<file path="config.mk">
export PLATFORM = sky130hd
export DESIGN_NAME = psram_frame_fetch_flat
export DESIGN_NICKNAME = d
export VERILOG_FILES = /design/src/rtl/psram_fetch_pkg.sv /design/src/rtl/psram_frame_fetch_if.sv /design/src/rtl/fetch_fifo.sv /design/src/rtl/psram_frame_fetch.sv /design/src/flat_wrapper.sv
export SDC_FILE = /design/constraint.sdc
export NUM_CORES = 2
export LEC_CHECK = 0
export ABC_AREA = 0
export CAP_MARGIN = 40
export CORE_ASPECT_RATIO = 0.9
export CORE_UTILIZATION = 58
export CTS_BUF_LIST = sky130_fd_sc_hd__clkbuf_8
export DETAILED_ROUTE_END_ITERATION = 8
export PLACE_DENSITY = 0.75
export SETUP_SLACK_MARGIN = 0.5
export SYNTH_ARGS = -nofsm -noshare
export SYNTH_HDL_FRONTEND = slang
export SYNTH_SLANG_ARGS = --single-unit
</file>
<file path="constraint.sdc">
create_clock -name psramclk -period 8.64 [get_ports psramclk]
set_clock_uncertainty 0.2 [all_clocks]
set_input_delay 1.728 -clock psramclk [delete_from_list [all_inputs] [get_ports psramclk]]
set_output_delay 1.728 -clock psramclk [all_outputs]
set_load 0.05 [all_outputs]
</file>
<file path="src/rtl/psram_fetch_pkg.sv">
// Shared types and constants for the PSRAM frame fetcher.
`timescale 1ns/1ps
package psram_fetch_pkg;

  typedef enum logic [2:0] {
    ST_IDLE,
    ST_CHECK,
    ST_REQ,
    ST_DATA,
    ST_DRAIN
  } fetch_state_t;

  localparam logic PSRAM_CMD_READ = 1'b0;
  localparam int   FIFO_W         = 34;

  // One FIFO entry: stream tags plus the PSRAM word.
  typedef struct packed {
    logic        sof;
    logic        eol;
    logic [31:0] data;
  } fifo_entry_t;

endpackage

</file>
<file path="src/rtl/psram_frame_fetch_if.sv">
// PSRAM read-command bus plus the outgoing pixel stream.
// master = fetcher side, slave = PSRAM controller / stream consumer side.
`timescale 1ns/1ps
interface psram_frame_fetch_if;
  logic        psram_cmd;
  logic        psram_cmd_en;
  logic [20:0] psram_addr;
  logic        psram_cmd_ready;
  logic [31:0] psram_rdata;
  logic        psram_rvalid;
  logic [31:0] pix_data;
  logic        pix_sof;
  logic        pix_eol;
  logic        pix_valid;
  logic        pix_ready;

  modport master (
    output psram_cmd, psram_cmd_en, psram_addr,
    input  psram_cmd_ready, psram_rdata, psram_rvalid,
    output pix_data, pix_sof, pix_eol, pix_valid,
    input  pix_ready
  );

  modport slave (
    input  psram_cmd, psram_cmd_en, psram_addr,
    output psram_cmd_ready, psram_rdata, psram_rvalid,
    input  pix_data, pix_sof, pix_eol, pix_valid,
    output pix_ready
  );
endinterface

</file>
<file path="src/rtl/fetch_fifo.sv">
// Single-clock show-ahead FIFO: dout is the head entry whenever count != 0.
`timescale 1ns/1ps
module fetch_fifo #(
  parameter int W     = 34,
  parameter int DEPTH = 64
) (
  input  logic                       clk,
  input  logic                       rst_n,
  input  logic                       push,
  input  logic [W-1:0]               din,
  input  logic                       pop,
  output logic [W-1:0]               dout,
  output logic                       empty,
  output logic [$clog2(DEPTH+1)-1:0] count
);
  localparam int AW = $clog2(DEPTH);
  localparam int CW = $clog2(DEPTH+1);

  logic [W-1:0]  mem [DEPTH];
  logic [AW-1:0] wptr, rptr;
  logic          push_ok, pop_ok;

  assign empty   = (count == '0);
  assign push_ok = push && (count != CW'(DEPTH));
  assign pop_ok  = pop && !empty;
  assign dout    = mem[rptr];

  // Storage array; contents need no reset since empty gates visibility.
  always_ff @(posedge clk) begin
    if (push_ok) mem[wptr] <= din;
  end

  // Pointer and occupancy tracking; simultaneous push/pop holds count.
  always_ff @(posedge clk or negedge rst_n) begin
    if (!rst_n) begin
      wptr  <= '0;
      rptr  <= '0;
      count <= '0;
    end else begin
      if (push_ok) wptr <= wptr + 1'b1;
      if (pop_ok)  rptr <= rptr + 1'b1;
      case ({push_ok, pop_ok})
        2'b10:   count <= count + 1'b1;
        2'b01:   count <= count - 1'b1;
        default: count <= count;
      endcase
    end
  end
endmodule

</file>
<file path="src/rtl/psram_frame_fetch.sv">
// PSRAM frame fetcher: walks an H_WORDS x V_LINES frame in fixed bursts with
// a programmable line stride, buffers words in a show-ahead FIFO and emits
// them on a valid/ready stream tagged with sof/eol.
// Optional: FETCH_DBUF_EN selects base_adrs0/base_adrs1 per frame via buf_sel.
`timescale 1ns/1ps
module psram_frame_fetch
  import psram_fetch_pkg::*;
#(
  parameter int H_WORDS     = 1280,
  parameter int V_LINES     = 720,
  parameter int BURST_WORDS = 16,
  parameter int FIFO_DEPTH  = 64
) (
  input  logic                   psramclk,
  input  logic                   rst_n,
  input  logic                   start,
  input  logic                   stop,
  input  logic [20:0]            base_adrs0,
  input  logic [20:0]            base_adrs1,
  input  logic                   buf_sel,
  input  logic [20:0]            line_stride,
  psram_frame_fetch_if.master    bus,
  output logic                   run,
  output logic                   cur_buf,
  output logic                   frame_done,
  output logic                   spurious_rvalid
);
  localparam int WOW = $clog2(H_WORDS + 1);
  localparam int LW  = (V_LINES > 1) ? $clog2(V_LINES) : 1;
  localparam int BTW = $clog2(BURST_WORDS);
  localparam int CW  = $clog2(FIFO_DEPTH + 1);

  fetch_state_t   state;
  logic [20:0]    line_base;
  logic [WOW-1:0] word_off;
  logic [LW-1:0]  line;
  logic [BTW-1:0] beat;
  logic           stop_pend;

  logic [20:0]    nxt_base;
  logic           nxt_buf;
  fifo_entry_t    push_e, pop_e;
  logic           fifo_push, fifo_pop, fifo_empty;
  logic [CW-1:0]  fifo_cnt;
  logic           last_beat, line_end, frame_end, room;

`ifdef FETCH_DBUF_EN
  assign nxt_base = buf_sel ? base_adrs1 : base_adrs0;
  assign nxt_buf  = buf_sel;
`else
  logic unused_dbuf;
  assign unused_dbuf = ^{base_adrs1, buf_sel};
  assign nxt_base    = base_adrs0;
  assign nxt_buf     = 1'b0;
`endif

  assign run       = (state != ST_IDLE);
  assign last_beat = (beat == BTW'(BURST_WORDS - 1));
  assign line_end  = (int'(word_off) + BURST_WORDS == H_WORDS);
  assign frame_end = (int'(line) == V_LINES - 1);
  // Only one burst is ever in flight, so this check alone prevents overflow.
  assign room      = (int'(fifo_cnt) <= FIFO_DEPTH - BURST_WORDS);

  // Tag each incoming beat with its frame/line position.
  always_comb begin
    push_e      = '0;
    push_e.data = bus.psram_rdata;
    push_e.sof  = (line == '0) && (word_off == '0) && (beat == '0);
    push_e.eol  = (int'(word_off) + int'(beat) == H_WORDS - 1);
  end

  assign fifo_push = (state == ST_DATA) && bus.psram_rvalid;
  assign fifo_pop  = bus.pix_valid && bus.pix_ready;

  fetch_fifo #(.W(FIFO_W), .DEPTH(FIFO_DEPTH)) u_fifo (
    .clk   (psramclk),
    .rst_n (rst_n),
    .push  (fifo_push),
    .din   (push_e),
    .pop   (fifo_pop),
    .dout  (pop_e),
    .empty (fifo_empty),
    .count (fifo_cnt)
  );

  // Stream outputs are forced to 0 while empty so stale RAM never leaks out.
  assign bus.pix_valid = !fifo_empty;
  assign bus.pix_data  = fifo_empty ? 32'h0 : pop_e.data;
  assign bus.pix_sof   = !fifo_empty && pop_e.sof;
  assign bus.pix_eol   = !fifo_empty && pop_e.eol;
  assign bus.psram_cmd = PSRAM_CMD_READ;

  // Fetch sequencer: frame walk, burst requests, stop handling, error flag.
  always_ff @(posedge psramclk or negedge rst_n) begin
    if (!rst_n) begin
      state            <= ST_IDLE;
      line_base        <= '0;
      word_off         <= '0;
      line             <= '0;
      beat             <= '0;
      stop_pend        <= 1'b0;
      cur_buf          <= 1'b0;
      frame_done       <= 1'b0;
      spurious_rvalid  <= 1'b0;
      bus.psram_cmd_en <= 1'b0;
      bus.psram_addr   <= '0;
    end else begin
      frame_done <= 1'b0;
      if (run && stop) stop_pend <= 1'b1;
      if (bus.psram_rvalid && state != ST_DATA) spurious_rvalid <= 1'b1;

      case (state)
        ST_IDLE: begin
          if (start && !stop) begin
            state     <= ST_CHECK;
            line_base <= nxt_base;
            cur_buf   <= nxt_buf;
            word_off  <= '0;
            line      <= '0;
          end
        end
        ST_CHECK: begin
          if (stop_pend || stop) begin
            state <= ST_DRAIN;
          end else if (room) begin
            state            <= ST_REQ;
            bus.psram_cmd_en <= 1'b1;
            bus.psram_addr   <= line_base + 21'(word_off);
          end
        end
        ST_REQ: begin
          if (bus.psram_cmd_ready) begin
            state            <= ST_DATA;
            bus.psram_cmd_en <= 1'b0;
            beat             <= '0;
          end
        end
        ST_DATA: begin
          if (bus.psram_rvalid) begin
            beat <= beat + 1'b1;
            if (last_beat) begin
              state <= ST_CHECK;
              if (line_end) begin
                word_off <= '0;
                if (frame_end) begin
                  frame_done <= 1'b1;
                  line       <= '0;
                  line_base  <= nxt_base;
                  cur_buf    <= nxt_buf;
                end else begin
                  line      <= line + 1'b1;
                  line_base <= line_base + line_stride;
                end
              end else begin
                word_off <= word_off + WOW'(BURST_WORDS);
              end
            end
          end
        end
        ST_DRAIN: begin
          if (fifo_empty) begin
            state     <= ST_IDLE;
            stop_pend <= 1'b0;
          end
        end
        default: state <= ST_IDLE;
      endcase
    end
  end
endmodule

</file>
<file path="src/flat_wrapper.sv">
// flat-port wrapper written by rule: the top's interface ports become plain ports
module psram_frame_fetch_flat import psram_fetch_pkg::*;
#(
  parameter int H_WORDS     = 1280,
  parameter int V_LINES     = 720,
  parameter int BURST_WORDS = 16,
  parameter int FIFO_DEPTH  = 64
)
  (psramclk, rst_n, start, stop, base_adrs0, base_adrs1, buf_sel, line_stride, run, cur_buf, frame_done, spurious_rvalid, bus_psram_cmd, bus_psram_cmd_en, bus_psram_addr, bus_psram_cmd_ready, bus_psram_rdata, bus_psram_rvalid, bus_pix_data, bus_pix_sof, bus_pix_eol, bus_pix_valid, bus_pix_ready);
  psram_frame_fetch_if bus_i ();
  input  logic psramclk;
  input  logic rst_n;
  input  logic start;
  input  logic stop;
  input  logic [20:0] base_adrs0;
  input  logic [20:0] base_adrs1;
  input  logic buf_sel;
  input  logic [20:0] line_stride;
  output logic run;
  output logic cur_buf;
  output logic frame_done;
  output logic spurious_rvalid;
  output wire logic [$bits(bus_i.psram_cmd)-1:0] bus_psram_cmd;
  output wire logic [$bits(bus_i.psram_cmd_en)-1:0] bus_psram_cmd_en;
  output wire logic [$bits(bus_i.psram_addr)-1:0] bus_psram_addr;
  input wire logic [$bits(bus_i.psram_cmd_ready)-1:0] bus_psram_cmd_ready;
  input wire logic [$bits(bus_i.psram_rdata)-1:0] bus_psram_rdata;
  input wire logic [$bits(bus_i.psram_rvalid)-1:0] bus_psram_rvalid;
  output wire logic [$bits(bus_i.pix_data)-1:0] bus_pix_data;
  output wire logic [$bits(bus_i.pix_sof)-1:0] bus_pix_sof;
  output wire logic [$bits(bus_i.pix_eol)-1:0] bus_pix_eol;
  output wire logic [$bits(bus_i.pix_valid)-1:0] bus_pix_valid;
  input wire logic [$bits(bus_i.pix_ready)-1:0] bus_pix_ready;
  assign bus_psram_cmd = bus_i.psram_cmd;
  assign bus_psram_cmd_en = bus_i.psram_cmd_en;
  assign bus_psram_addr = bus_i.psram_addr;
  assign bus_i.psram_cmd_ready = bus_psram_cmd_ready;
  assign bus_i.psram_rdata = bus_psram_rdata;
  assign bus_i.psram_rvalid = bus_psram_rvalid;
  assign bus_pix_data = bus_i.pix_data;
  assign bus_pix_sof = bus_i.pix_sof;
  assign bus_pix_eol = bus_i.pix_eol;
  assign bus_pix_valid = bus_i.pix_valid;
  assign bus_i.pix_ready = bus_pix_ready;
  psram_frame_fetch #(.H_WORDS(H_WORDS), .V_LINES(V_LINES), .BURST_WORDS(BURST_WORDS), .FIFO_DEPTH(FIFO_DEPTH)) u_core (.psramclk(psramclk), .rst_n(rst_n), .start(start), .stop(stop), .base_adrs0(base_adrs0), .base_adrs1(base_adrs1), .buf_sel(buf_sel), .line_stride(line_stride), .bus(bus_i), .run(run), .cur_buf(cur_buf), .frame_done(frame_done), .spurious_rvalid(spurious_rvalid));
endmodule
</file>
# --- Word-level counts from Yosys, hierarchy flattened ---
# Memories as Yosys holds them, arrays and structs flattened.
# Index checks and enable logic that the tools add are counted.
word_totals:
  word_cells: 131
  reg_bits: 94
  inputBits: 103
  memories: 1
  output_inout_bits: 62
  ram_bits: 2176
memory_table:
  columns: ["memory", "depth", "width", "read_ports", "rd_ports_with_merged_regs", "write_ports", "line", "rtl"]
  rows:
  - ["u_core.u_fifo.mem", 64, 34, 1, 0, 1, "fetch_fifo.sv:19", "logic [W-1:0] mem [DEPTH];"]
op_classes:
  n_eq_ne: 22
  magnitude_cmp: 1
  bitwise_logic: 1
  n_mux: 50
  n_reduce_logical: 31
  add_sub_neg: 11
ops:
  columns: ["operator", "count"]
  rows:
  - ["2-to-1 mux 21 bit", 5]
  - ["== test 32 x 12 -> 1 bit, second input constant", 2]
  - ["2-to-1 mux 10 bit", 5]
  - ["2-to-1 mux 11 bit", 4]
  - ["one-hot mux 21 bit (2 select lines)", 1]
  - ["2-to-1 mux 32 bit", 1]
  - ["one-hot mux 11 bit (2 select lines)", 1]
  - ["adder 21 x 11 -> 21 bit", 1]
  - ["adder 21 bit", 1]
  - ["2-to-1 mux 3 bit", 7]
  - ["one-hot mux 10 bit (2 select lines)", 1]
  - ["2-to-1 mux 1 bit", 18]
  - ["one-hot mux 3 bit (5 select lines)", 1]
  - ["one-hot mux 7 bit (2 select lines)", 1]
  - ["adder 11 x 4 -> 12 bit", 1]
  - ["adder 11 x 5 -> 12 bit, second input constant", 1]
  - ["adder 6 x 1 -> 6 bit, second input constant", 2]
  - ["inequality test 2 x 1 -> 1 bit, second input constant", 6]
  - ["AND reduction 6 bit", 2]
  - ["adder 11 x 5 -> 11 bit, second input constant", 1]
  - ["logical AND 1 bit", 11]
  - ["logical NOT 11 bit", 1]
  - ["adder 10 x 1 -> 10 bit, second input constant", 1]
  - ["== test 10 bit, second input constant", 1]
  - ["other kinds (29)", 40]

# --- Logic depth before layout (Yosys ltp) ---
depth:
  word_depth: 6
  ltp_mapped: 15
  mapped_depth_nobuf: 14

# --- Hierarchy ---
# From an unflattened synthesis, not the netlist that was laid out.
hier_totals:
  cells_unflattened: 4407
  area_unflattened_um2: 89191.8
modules_own_cells:
  columns: ["module", "seq_area_each_um2", "instances", "cells_each", "area_per_inst_um2"]
  rows:
  - ["fetch_fifo", 65818.1, 1, 3825, 84348.4]
  - ["psram_frame_fetch", 1751.7, 1, 582, 4843.4]

# --- Worst setup path after synthesis ---
# OpenSTA, ideal clock, no wires.
synth_timing:
  path_kind: "input port to flip-flop"
  from: "in bus_psram_rvalid"
  to: "mem u_core.u_fifo.mem[19][0] (enable)"
  path_stages: 7
  setup_ps: 425
  setup_slack_ps: 3559
  arrival_ps: 4456
  required_time_ps: 8015
  n_path_buf: 1
  cell_sequence: "clkbuf_1 -> nand3_1 -> a31oi_1 -> inv_1 -> nor2_1 -> nand3_1 -> nor2_1"
synth_between:
  elab_chain_cells: 4
synth_rtl:
  columns: ["item", "line", "rtl"]
  rows:
  - ["start: declaration", "flat_wrapper.sv:28", "input wire logic [$bits(bus_i.psram_rvalid)-1:0] bus_psram_rvalid;"]
  - ["logical AND 1 bit", "psram_frame_fetch.sv:72", "assign fifo_push = (state == ST_DATA) && bus.psram_rvalid;"]
  - ["logical AND 1 bit", "fetch_fifo.sv:24", "assign push_ok = push && (count != CW'(DEPTH));"]
  - ["2-to-1 mux 1 bit", "fetch_fifo.sv:30", "if (push_ok) mem[wptr] <= din;"]
  - ["2-to-1 mux 1 bit (implied by the code)", "fetch_fifo.sv:30", null]
  - ["end: declaration", "fetch_fifo.sv:19", null]
# Every way passes these cells.

# --- Final worst setup path ---
layout_timing:
  from: "reg u_core.u_fifo.rptr[1]"
  to: "out bus_pix_data[30]"
layout_between:
  elab_chain_cells: 2
layout_rtl:
  columns: ["item", "line", "rtl"]
  rows:
  - ["start: declaration", "fetch_fifo.sv:20", "logic [AW-1:0] wptr, rptr;"]
  - ["start signal: assignment", "fetch_fifo.sv:41", "if (pop_ok) rptr <= rptr + 1'b1;"]
  - ["memory (64 x 34 bit)", null, null]
  - ["2-to-1 mux 32 bit", "psram_frame_fetch.sv:88", "assign bus.pix_data = fifo_empty ? 32'h0 : pop_e.data;"]
  - ["end: declaration", "flat_wrapper.sv:29", "output wire logic [$bits(bus_i.pix_data)-1:0] bus_pix_data;"]
# Every way passes these cells.

==> results.txt <==
The starting density of the core came out at 0.588. At the worst endpoint, the required time is approximately 6.7 ns. The fraction of synthesized cell area taken by the top area cell type came out at 0.735. The number of optimization iterations in the first detailed-route pass is 5. The distinct cell type count after synthesis is 75.

The global routing stage identified its most utilized layer as met2. The H-tree was split into 5 levels. The shortest period the worst path allows came out at roughly 7.4 ns. The class of the worst hold path is reg2reg. After detailed routing, the number of remaining DRC violations is 0.

The synthesized design contains around 2,200 enable-type register cells. The largest voltage drop on the vdd net came out at 0.000263 V. The detailed router's first-iteration violation count came out at 5,843.

Entering global routing, the biggest net connects between 100 and 150 pins. For this run, the total global-route usage over all layers was measured as 0.274. TritonCTS built the clock tree. For this run, global-route usage on met3 was measured as 0.0535. The die width came out at roughly 410 µm. The total of warnings raised by yosys is 0.

The post-cts gate resize count is 0. For this block, the via count after detailed routing is about 44,000. The cell leakage power is ~0.033 µW. The number of nets in the final layout is between 4,000 and 5,000.

The setup-violating endpoint count in the final report came out at 0. The CTS buffer count is approximately 360. The sequential cell area fraction in the yosys report came out at 0.760.

Along the worst path, the maximum fanout reaches 57. The number of cells on the worst reg-to-reg path came out at 9. The final wirelength came out at around 210,000 µm. The highest clock rate came out at about 0.14 GHz. The run finished with clean final reports. The signal arrival time at the worst endpoint came out at roughly 5.4 ns. The post-CTS repair timing setup buffer count came out at 0.

The die footprint is ~0.15 mm². The clock-pin slew of the registers on the worst-case setup and hold paths came out at around 0.060 ns. The number of global-route vias before repair came out at 44,489. The congestion estimate from routability-driven global placement came to approximately 0.8. The met2 usage in global routing is 0.414. The slew at the pin closest to its max-slew limit came out at 0.922 ns. The met1 demand-to-capacity share in global routing came out at 0.407.

Among all flip-flop cells after synthesis, the most frequent one is sky130_fd_sc_hd__edfxtp_1. The initial antenna violation count is 12. Fill cells in the final layout number slightly above 9,000.

The type of the worst setup path is reg2out. The number of hold buffers added after CTS came out at 0. The clock sink total is 2,265. The total overflow left after global routing is 0.

The insertion delay to the later sink of the worst-skew pair is slightly above 1 ns. Dividing total power by cell area gives a power density of 297 mW/mm². Setup repair after global routing left no endpoint under its margin. The count of nets left with antenna violations once routing finished came out at 0. The worst setup path is captured at an output pin.

The placeable core region came out at about 0.15 mm². The hold violation count in the final report came out at 0. Among all cell types in the netlist, the one instantiated most often is sky130_fd_sc_hd__edfxtp_1.

The hold path depth is 1. STA classifies the critical path startpoint as a register. Counting flops with an async set or reset pin after synthesis yields a share of 0.0393. In the post-synthesis netlist, the biggest area contributors are sky130_fd_sc_hd__edfxtp_1 (73%), sky130_fd_sc_hd__mux4_2 (16%), sky130_fd_sc_hd__dfrtp_1 (2.5%).

The count of non-filler cells in the finished layout is approximately 6,700. After synthesis, the most frequently instantiated cells are sky130_fd_sc_hd__edfxtp_1 (2,176), sky130_fd_sc_hd__mux4_2 (646), sky130_fd_sc_hd__nor2_1 (103), sky130_fd_sc_hd__mux2i_1 (95), sky130_fd_sc_hd__dfrtp_1 (89). The global-route wire length before repair came out at ~300,000 µm.

The max-slew violation count is 0. In the routed layout, each cell is associated on average with a via count of 6.60. The post-placement cell count came out at 6,098. Row generation in the floorplan step produced ~140 rows. The routed wirelength normalized by instance count came out at 31.2 µm. The flip-flop and latch count after synthesis came out at roughly 2,300.

Measured against its own limit, the worst slew margin works out to 0.385. The final total negative setup slack came out at 0 ns. The total standard cell area after synthesis came out at around 0.089 mm². Total power for the finished layout comes to 29,900 µW. The HPWL after detailed placement is 120,000 µm. From synthesis to final layout, the design area changed by 13.3%. The floorplan step set the die height to roughly 370 µm. A synthesized cell averages between 20 and 25 µm². The share of cells above drive strength 1 is 0.291.

Port buffering added 140 buffers. The cell count after synthesis came out at between 4,000 and 5,000. The number of maximum-capacitance violations came out at 0.

CTS placed an instance of sky130_fd_sc_hd__clkbuf_8 at the clock tree root. Of all cell types, the one taking the most synthesized area is sky130_fd_sc_hd__edfxtp_1. The number of buffers between clock root and the deepest sink came out at 4.

Of the available clock period, the critical path in the final layout requires 0.852. The tightest hold path in the finished design has a slack of 0.261 ns. The number of top-level pins is approximately 170.
worst paths after layout:
path                                         from                         to  slack (ns)
min in group asynchronous                   rst_n      u_core.u_fifo.wptr[0]        0.49
hold / removal             u_core.spurious_rvalid     u_core.spurious_rvalid        0.26
setup reg to reg                  u_core.state[1]  u_core.u_fifo.mem[32][26]        3.88
hold reg to reg            u_core.spurious_rvalid     u_core.spurious_rvalid        0.26
setup / recovery            u_core.u_fifo.rptr[1]           bus_pix_data[30]        1.28
max in group asynchronous                   rst_n   u_core.bus.psram_addr[1]        6.54
cells in the final DEF, fill, tap and decap left out, types with 69 or more instances in the layout:
| cell type | netlist | routed |
|---|---|---|
| sky130_fd_sc_hd__a21oi_1 | 76 | 76 |
| sky130_fd_sc_hd__buf_4 | 12 | 109 |
| sky130_fd_sc_hd__clkbuf_8 | 0 | 367 |
| sky130_fd_sc_hd__clkdlybuf4s50_1 | 0 | 107 |
| sky130_fd_sc_hd__clkinv_1 | 0 | 83 |
| sky130_fd_sc_hd__dfrtp_1 | 89 | 84 |
| sky130_fd_sc_hd__edfxtp_1 | 2176 | 2176 |
| sky130_fd_sc_hd__inv_1 | 16 | 123 |
| sky130_fd_sc_hd__mux2i_1 | 95 | 95 |
| sky130_fd_sc_hd__mux4_2 | 646 | 646 |
| sky130_fd_sc_hd__nand2_1 | 83 | 82 |
| sky130_fd_sc_hd__o21ai_0 | 69 | 69 |
metal layers:
layer | wire length (µm) | share of wire
met1 | 83700 | 0.40
met2 | 98800 | 0.47
met3 | 20800 | 0.099
met4 | 6360 | 0.030
met5 | 67 | 0.00032
power by group:
group	leakage (µW)	internal [µW]	total (µW)	switching (µW)
clock	0.00358	4100	8110	4010
combinational	0.00820	4210	9260	5050
sequential	0.0209	12200	12600	361
critical path, stage by stage, from the launching register on:
cell and delay, ns:
sky130_fd_sc_hd__dfrtp_4 1.01, sky130_fd_sc_hd__buf_4 0.69, sky130_fd_sc_hd__buf_4 0.56, sky130_fd_sc_hd__mux4_2 0.41, sky130_fd_sc_hd__mux4_2 0.47, sky130_fd_sc_hd__mux2i_1 0.17, sky130_fd_sc_hd__o22ai_1 0.19, sky130_fd_sc_hd__clkdlybuf4s50_1 0.86
layout make-up:
| type | count | area [µm²] | area share |
|---|---|---|---|
| multi-input cells | 1513 | 20800 | 0.207 |
| diodes | 5 | 12.5 | 0.000124 |
| clock buffers | 367 | 5050 | 0.0501 |
| repair buffers | 318 | 3570 | 0.0354 |
| clock inverters | 244 | 1160 | 0.0115 |
| well taps | 1986 | 2480 | 0.0247 |
| flip-flops and latches | 2265 | 67600 | 0.671 |
| inverters | 16 | 60.1 | 0.000596 |
registers in the layout, indices dropped and copies added (netlist names), 3 cells and up:
| register | count |
|---|---|
| u_core.u_fifo.mem | 2176 |
| u_core.bus.psram_addr | 21 |
| u_core.line_base | 21 |
| u_core.line | 10 |
| u_core.u_fifo.count | 7 |
| u_core.word_off | 7 |
| u_core.u_fifo.rptr | 6 |
| u_core.u_fifo.wptr | 6 |
| u_core.beat | 4 |
| u_core.state | 3 |
cell families after synthesis:
kind of cell               share of synthesized area
other                                      0.0000422
buffers and inverters                         0.0117
AOI/OAI and AO/OA                             0.0227
DFF                                            0.760
xor gates and xnor gates                     0.00463
adders and majority gates                    0.00599
and+or+nand+nor                               0.0198
muxes                                          0.175
stage by stage:
step	utilization	setup slack, ns	instance area, µm²
after global routing	0.666	1.15	101000
final	0.666	1.28	101000
after detailed placement	0.625	2.34	94500
after floorplan	-	3.56	88900
after CTS	0.666	1.20	101000
after global placement	0.617	1.81	93300
Note: power is estimated with default switching activity, not from simulation.
